File: config.mk
export PLATFORM = sky130hd
export DESIGN_NAME = alu
export DESIGN_NICKNAME = d
export VERILOG_FILES = /design/src/rtl/alu_pkg.sv /design/src/rtl/alu_shifter.sv /design/src/rtl/alu.sv
export SDC_FILE = /design/constraint.sdc
export NUM_CORES = 1
export LEC_CHECK = 0
export CAP_MARGIN = 20
export CORE_UTILIZATION = 40
export CTS_BUF_LIST = sky130_fd_sc_hd__clkbuf_4
export CTS_CLUSTER_SIZE = 10
export DETAILED_ROUTE_END_ITERATION = 16
export MAX_ROUTING_LAYER = met4
export SLEW_MARGIN = 30
export SYNTH_ARGS = -nofsm -noshare
export SYNTH_HDL_FRONTEND = slang
export SYNTH_SLANG_ARGS = --single-unit
File: constraint.sdc
create_clock -name clk -period 0.8 [get_ports clk]
set_clock_uncertainty 0.05 [all_clocks]
set_input_delay 0.12 -clock clk [delete_from_list [all_inputs] [get_ports clk]]
set_output_delay 0.12 -clock clk [all_outputs]
set_load 0.02 [all_outputs]
File: src/rtl/alu_pkg.sv
// Shared opcode encoding and status-flag bit positions for the ALU.
// The flag vector is packed {N,Z,C,V} from bit 3 down to bit 0.
package alu_pkg;

  typedef enum logic [3:0] {
    OP_JMP = 4'h0,
    OP_ADD = 4'h1,
    OP_SUB = 4'h2,
    OP_LSL = 4'h3,
    OP_LSR = 4'h4,
    OP_AND = 4'h5,
    OP_OR  = 4'h6,
    OP_XOR = 4'h7,
    OP_LD  = 4'h8,
    OP_ST  = 4'h9,
    OP_MOV = 4'hA,
    OP_BEQ = 4'hB,
    OP_BNE = 4'hC,
    OP_BLT = 4'hD,
    OP_BGT = 4'hE,
    OP_CMP = 4'hF
  } opcode_e;

  localparam int FLAG_N = 3;
  localparam int FLAG_Z = 2;
  localparam int FLAG_C = 1;
  localparam int FLAG_V = 0;

  // Jumps and branches only read the flags; every other opcode may write them.
  function automatic logic writes_flags(input opcode_e op);
    return !(op inside {OP_JMP, OP_BEQ, OP_BNE, OP_BLT, OP_BGT});
  endfunction

endpackage

File: src/rtl/alu_shifter.sv
// Combinational zero-fill logical shifter with a carry of the last bit shifted out.
// WIDTH must be a power of two so the in-range amount is the low log2(WIDTH) bits.
module alu_shifter #(
  parameter int WIDTH = 16
) (
  input  logic [WIDTH-1:0] data,
  input  logic [WIDTH-1:0] amount,
  input  logic             direction,
  output logic [WIDTH-1:0] result,
  output logic             carry
);

  localparam int SW = $clog2(WIDTH);

  logic          over;
  logic [SW-1:0] sh;
  logic [WIDTH:0] ext_l;
  logic [WIDTH:0] ext_r;

  assign over = |amount[WIDTH-1:SW];
  assign sh   = amount[SW-1:0];

  // One spare bit beside the data catches the last bit shifted out; a shift
  // of zero leaves that spare bit at 0, so carry is 0 with no special case.
  assign ext_l = {1'b0, data} << sh;
  assign ext_r = {data, 1'b0} >> sh;

  // NOTE: every output gets a default first so no path can infer a latch.
  always_comb begin
    result = '0;
    carry  = 1'b0;
    if (!over) begin
      if (direction) begin
        result = ext_r[WIDTH:1];
        carry  = ext_r[0];
      end else begin
        result = ext_l[WIDTH-1:0];
        carry  = ext_l[WIDTH];
      end
    end
  end

endmodule

File: src/rtl/alu.sv
// Single-cycle ALU: combinational result/flag mux followed by one output register
// stage holding Q and flag_out, cleared asynchronously by rst.
module alu
  import alu_pkg::*;
#(
  parameter int WIDTH = 16
) (
  input  logic             clk,
  input  logic             rst,
  input  logic [3:0]       func,
  input  logic [WIDTH-1:0] OP0,
  input  logic [WIDTH-1:0] OP1,
  input  logic             flag_en,
  input  logic [3:0]       flag_in,
  output logic [WIDTH-1:0] Q,
  output logic [3:0]       flag_out
);

  opcode_e          op;
  logic [WIDTH:0]   sum;
  logic [WIDTH:0]   diff;
  logic [WIDTH-1:0] sh_result;
  logic             sh_carry;
  logic             taken;
  logic [WIDTH-1:0] result;
  logic             c_flag;
  logic             v_flag;
  logic [3:0]       flags_next;

  assign op   = opcode_e'(func);
  assign sum  = {1'b0, OP0} + {1'b0, OP1};
  assign diff = {1'b0, OP0} - {1'b0, OP1};

  alu_shifter #(.WIDTH(WIDTH)) u_shifter (
    .data      (OP0),
    .amount    (OP1),
    .direction (op == OP_LSR),
    .result    (sh_result),
    .carry     (sh_carry)
  );

  always_comb begin
    unique case (op)
      OP_BEQ:  taken = flag_in[FLAG_Z];
      OP_BNE:  taken = !flag_in[FLAG_Z];
      OP_BLT:  taken = flag_in[FLAG_N] ^ flag_in[FLAG_V];
      OP_BGT:  taken = !flag_in[FLAG_Z] && (flag_in[FLAG_N] == flag_in[FLAG_V]);
      default: taken = 1'b0;
    endcase
  end

  always_comb begin
    result = '0;
    c_flag = 1'b0;
    v_flag = 1'b0;
    unique case (op)
      OP_JMP: result = OP0;
      OP_ADD: begin
        result = sum[WIDTH-1:0];
        c_flag = sum[WIDTH];
        v_flag = (OP0[WIDTH-1] == OP1[WIDTH-1]) && (sum[WIDTH-1] != OP0[WIDTH-1]);
      end
      // The extra top bit of the widened difference is the unsigned borrow.
      OP_SUB, OP_CMP: begin
        result = diff[WIDTH-1:0];
        c_flag = diff[WIDTH];
        v_flag = (OP0[WIDTH-1] != OP1[WIDTH-1]) && (diff[WIDTH-1] != OP0[WIDTH-1]);
      end
      OP_LSL, OP_LSR: begin
        result = sh_result;
        c_flag = sh_carry;
      end
      OP_AND:        result = OP0 & OP1;
      OP_OR:         result = OP0 | OP1;
      OP_XOR:        result = OP0 ^ OP1;
      OP_LD, OP_ST:  result = sum[WIDTH-1:0];
      OP_MOV:        result = OP1;
      OP_BEQ, OP_BNE, OP_BLT, OP_BGT: result = {{(WIDTH-1){1'b0}}, taken};
    endcase
  end

  always_comb begin
    flags_next = flag_in;
    if (flag_en && writes_flags(op)) begin
      flags_next[FLAG_N] = result[WIDTH-1];
      flags_next[FLAG_Z] = (result == '0);
      flags_next[FLAG_C] = c_flag;
      flags_next[FLAG_V] = v_flag;
    end
  end

  // NOTE: registered state uses non-blocking assignments so every flop samples
  // pre-edge values regardless of process ordering.
  always_ff @(posedge clk or posedge rst) begin
    if (rst) begin
      Q        <= '0;
      flag_out <= '0;
    end else begin
      Q        <= result;
      flag_out <= flags_next;
    end
  end

endmodule

==> results of run 1 <==
## report_power, final
group | switching (W) | leakage (nW) | internal [W] | total [W]
Combinational | 0.00385 | 4.10 | 0.00364 | 0.00749
Clock | 0.000310 | 0.0279 | 0.000507 | 0.000817
Sequential | 0.0000663 | 0.247 | 0.00116 | 0.00122
## logic make-up after synthesis
logic type | synth area share (%)
DFF | 9.30
muxes | 15.1
and+or+nand+nor | 19.8
AOI/OAI and AO/OA | 31.9
xor gates and xnor gates | 1.47
buffers and inverters | 9.98
adders and majority gates | 12.4
## sequential cells by signal, summed over array words and instances, names as in the netlist
signal	count
flag_out	4
Q	16
## critical path: stages
cell	delay, ns
sky130_fd_sc_hd__buf_8	0.08
sky130_fd_sc_hd__clkinvlp_4	0.15
sky130_fd_sc_hd__ha_4	0.28
sky130_fd_sc_hd__buf_6	0.12
sky130_fd_sc_hd__a211oi_4	0.31
sky130_fd_sc_hd__o211ai_1	0.21
sky130_fd_sc_hd__a21boi_2	0.28
sky130_fd_sc_hd__a2bb2oi_2	0.20
sky130_fd_sc_hd__mux2i_2	0.29
sky130_fd_sc_hd__a32oi_4	0.17
sky130_fd_sc_hd__a2111oi_4	0.35
sky130_fd_sc_hd__nand4b_1	0.17
sky130_fd_sc_hd__o41ai_2	0.22
## how the worst max path moves through the flow
stage	to	slack [ns]	depth (start not counted)
after floorplan	flag_out[2]	-2.07	13
final	flag_out[2]	-1.99	13
after global placement	flag_out[2]	-2.79	14
after CTS	flag_out[2]	-1.82	13
after detailed placement	flag_out[2]	-2.96	14
after global routing	flag_out[2]	-2.11	13
## metal layers
metal / GRT usage (%) / part of all wire [%]
met1: 58.1 / 39
met2: 66.6 / 44
met3: 6.44 / 11
met4: 22.2 / 6.4
met5: - / 0
## synthesized netlist by cell type, types with 6 or more instances
library cell	n	area, um2
sky130_fd_sc_hd__a211oi_1	20	150
sky130_fd_sc_hd__a21o_1	12	90.1
sky130_fd_sc_hd__a21oi_1	49	245
sky130_fd_sc_hd__a22oi_1	9	67.6
sky130_fd_sc_hd__a31oi_1	12	75.1
sky130_fd_sc_hd__a32oi_1	8	70.1
sky130_fd_sc_hd__buf_2	28	140
sky130_fd_sc_hd__clkbuf_1	24	90.1
sky130_fd_sc_hd__dfrtp_1	20	500
sky130_fd_sc_hd__ha_1	50	626
sky130_fd_sc_hd__inv_1	59	221
sky130_fd_sc_hd__mux2_2	8	90.1
sky130_fd_sc_hd__mux2i_1	12	120
sky130_fd_sc_hd__mux4_2	25	563
sky130_fd_sc_hd__nand2_1	58	218
sky130_fd_sc_hd__nand2b_1	12	75.1
sky130_fd_sc_hd__nand3_1	12	60.1
sky130_fd_sc_hd__nor2_1	55	206
sky130_fd_sc_hd__nor2b_1	12	75.1
sky130_fd_sc_hd__nor3_1	26	130
sky130_fd_sc_hd__nor4_1	9	56.3
sky130_fd_sc_hd__o2111ai_1	6	52.6
sky130_fd_sc_hd__o211ai_1	13	97.6
sky130_fd_sc_hd__o21ai_0	41	205
sky130_fd_sc_hd__o22ai_1	7	43.8
sky130_fd_sc_hd__xnor2_1	6	52.6
## repair_timing
item | 4_1_cts | 5_1_grt
cloned | 0 | 0
endpoints found under the setup margin | 40 | 40
setup buffers | 46 | 23
pin swaps | 80 | 55
resized for setup | 456 | 72
hold buffers | 0 | 0
## cell type report
type | count | share of cell area [%]
Clock inverter | 1 | 0.298
Tap cell | 176 | 2.19
Clock buffer | 3 | 0.224
Timing Repair Buffer | 402 | 34.3
Sequential cell | 20 | 4.97
Multi-Input combinational cell | 570 | 55.6
Inverter | 59 | 2.40
## metrics by stage
step / setup TNS [ns] / util (%) / power [W]
CTS: -31.16 / 73.1 / 0.00876
finish: -33.88 / 76.4 / 0.00954
global route: -35.48 / 76.4 / 0.00983
floorplan: -27.95 / - / 0.00404
global placement: -49.30 / 62.8 / 0.00680
detailed placement: -50.72 / 62.8 / 0.00690
==> impl_metrics.csv, run 1 <==
group,metric,value,unit
floorplan,die_y,118,um
floorplan,die_width,118,um
sta,finalHoldViolations,0,
global_routing,globalRouteTotalUtil,44.4,%
pwr,power_leakage,4.37,nW
place,placement.cell_area,0.00828,mm2
pwr,worst_ir_drop_vdd,0.572,mV
place,place_inst,1171,
route,vias,7995,
clock_network,cts_max_path_buffers,2,
layout,mostFrequentLayoutCell,"sky130_fd_sc_hd__buf_4",
logic_synthesis,number_of_enable_flip_flop_cells_after_synthesis,0,
logic_synthesis,syn_area_per_cell,7.58,um2
logic_synthesis,synth.net_count,805,
logic_synthesis,yosys_most_used_dff,"sky130_fd_sc_hd__dfrtp_1",
worst_setup_path,critPathMaxFanout,5,
sta,setup_ws,-1.99,ns
logic_synthesis,synth_seq_cells,20,
status,violations_in_the_final_reports,"setup timing",
clock_network,clock_tree.htree_level_count,1,
worst_hold_path,min-delay-path-class,"in2async",
logic_synthesis,number_of_distinct_library_cells_after_synthesis,80,
clock_network,cts_tree,"built",
layout,drive_gt1_share,57.6,%
clock_network,clkSinkCount,20,
sta,setup-violations-final,40,
floorplan,floorplan.initialDensity,40.8,%
place,place.port_buffers,62,
route,initialDrtViolationCount,1088,
clock_network,cts_made_buffers,3,
layout,synthToLayoutAreaGrowth,87.2,%
layout,postLayoutCellArea,0.0101,mm2
logic_synthesis,synth_sequential_area_ratio,9.30,%
floorplan,core_area,0.0132,mm2
route,firstDrtPassIters,7,
floorplan,core.rowCount,42,
layout,number_of_nets_in_the_layout,1151,
layout,n_fill_cell,862,
job,max_cap_check_violation_count,0,
global_routing,grt_pass1_vias,7764,
worst_setup_path,critPathLaunch,"OP1[1]",
route,post_drt_wl_per_cell,25.6,um
route,route.final.wire_length,31.5,mm
worst_setup_path,crit_arrival,2.96,ns
sta,setup_repair_after_global_routing_missed_its_margin,"yes",
global_routing,grt_pass1_wl,45.9,mm
logic_synthesis,asr_flop_ratio_synth,100,%
floorplan,floorplan.io_pins,63,
place,detailedPlace.worstSlack,-2.96,ns
sta,worstMarginPinSlew,0.793,ns
place,gp_routability_congestion,1.04,
worst_setup_path,worst-endpoint-required,0.97,ns
layout,final_cell_mix,"sky130_fd_sc_hd__buf_4, sky130_fd_sc_hd__buf_6, sky130_fd_sc_hd__nand2_1, sky130_fd_sc_hd__nor2_1, sky130_fd_sc_hd__a21oi_1",
global_routing,global_route.overflow_total,0,
logic_synthesis,syn-instance-count,710,
layout,area_of_combinational_cells_with_multiple_inputs,0.00560,mm2
worst_setup_path,critPathCaptureType,"flop",
place,dp.final_hpwl,22.5,mm
sta,finalWorstPathRequiredPeriod,2.79,ns
worst_setup_path,worst-setup-path-type,"in2reg",
status,status,"complete, but fails checks",
sta,fraction_of_the_cycle_the_final_worst_path_needs,349,%
worst_setup_path,start_kind,"input pin",
route,detail_route.vias_per_cell,6.49,
route,drt.antenna.violating_nets,0,
logic_synthesis,ys.warnings.count,0,
layout,layout.cells.non_filler,1231,
clock_network,clk_transition_reported_paths,0.11,ns
global_routing,grt_start_max_net_pins,25,
layout,ff_latch_area,500,um2
sta,fin_hold_ws,0.0793,ns
floorplan,fp.dieArea,0.0139,mm2
sta,slew_headroom,46.7,%
pwr,total_power_density_per_cell_area,947,mW/mm2
sta,maximum_clock_rate,358,MHz
route,remaining_routing_drc_violations,0,
global_routing,number_of_antenna_violations_at_the_first_check_in_global_routing,0,
logic_synthesis,post_syn_area,0.00538,mm2
sta,maxSlewViolCount,0,
layout,n_antenna_cell,0,
clock_network,clk_root_buffer_cell,"sky130_fd_sc_hd__clkbuf_4",
No activity file was read; power rests on OpenSTA's default activity.
==> inputs of run 2 (changes only) <==
Settings changed: TNS_END_PERCENT set to 100.
==> results of run 2 <==
The final DEF is identical to that of run 1; final timing and power are the same.
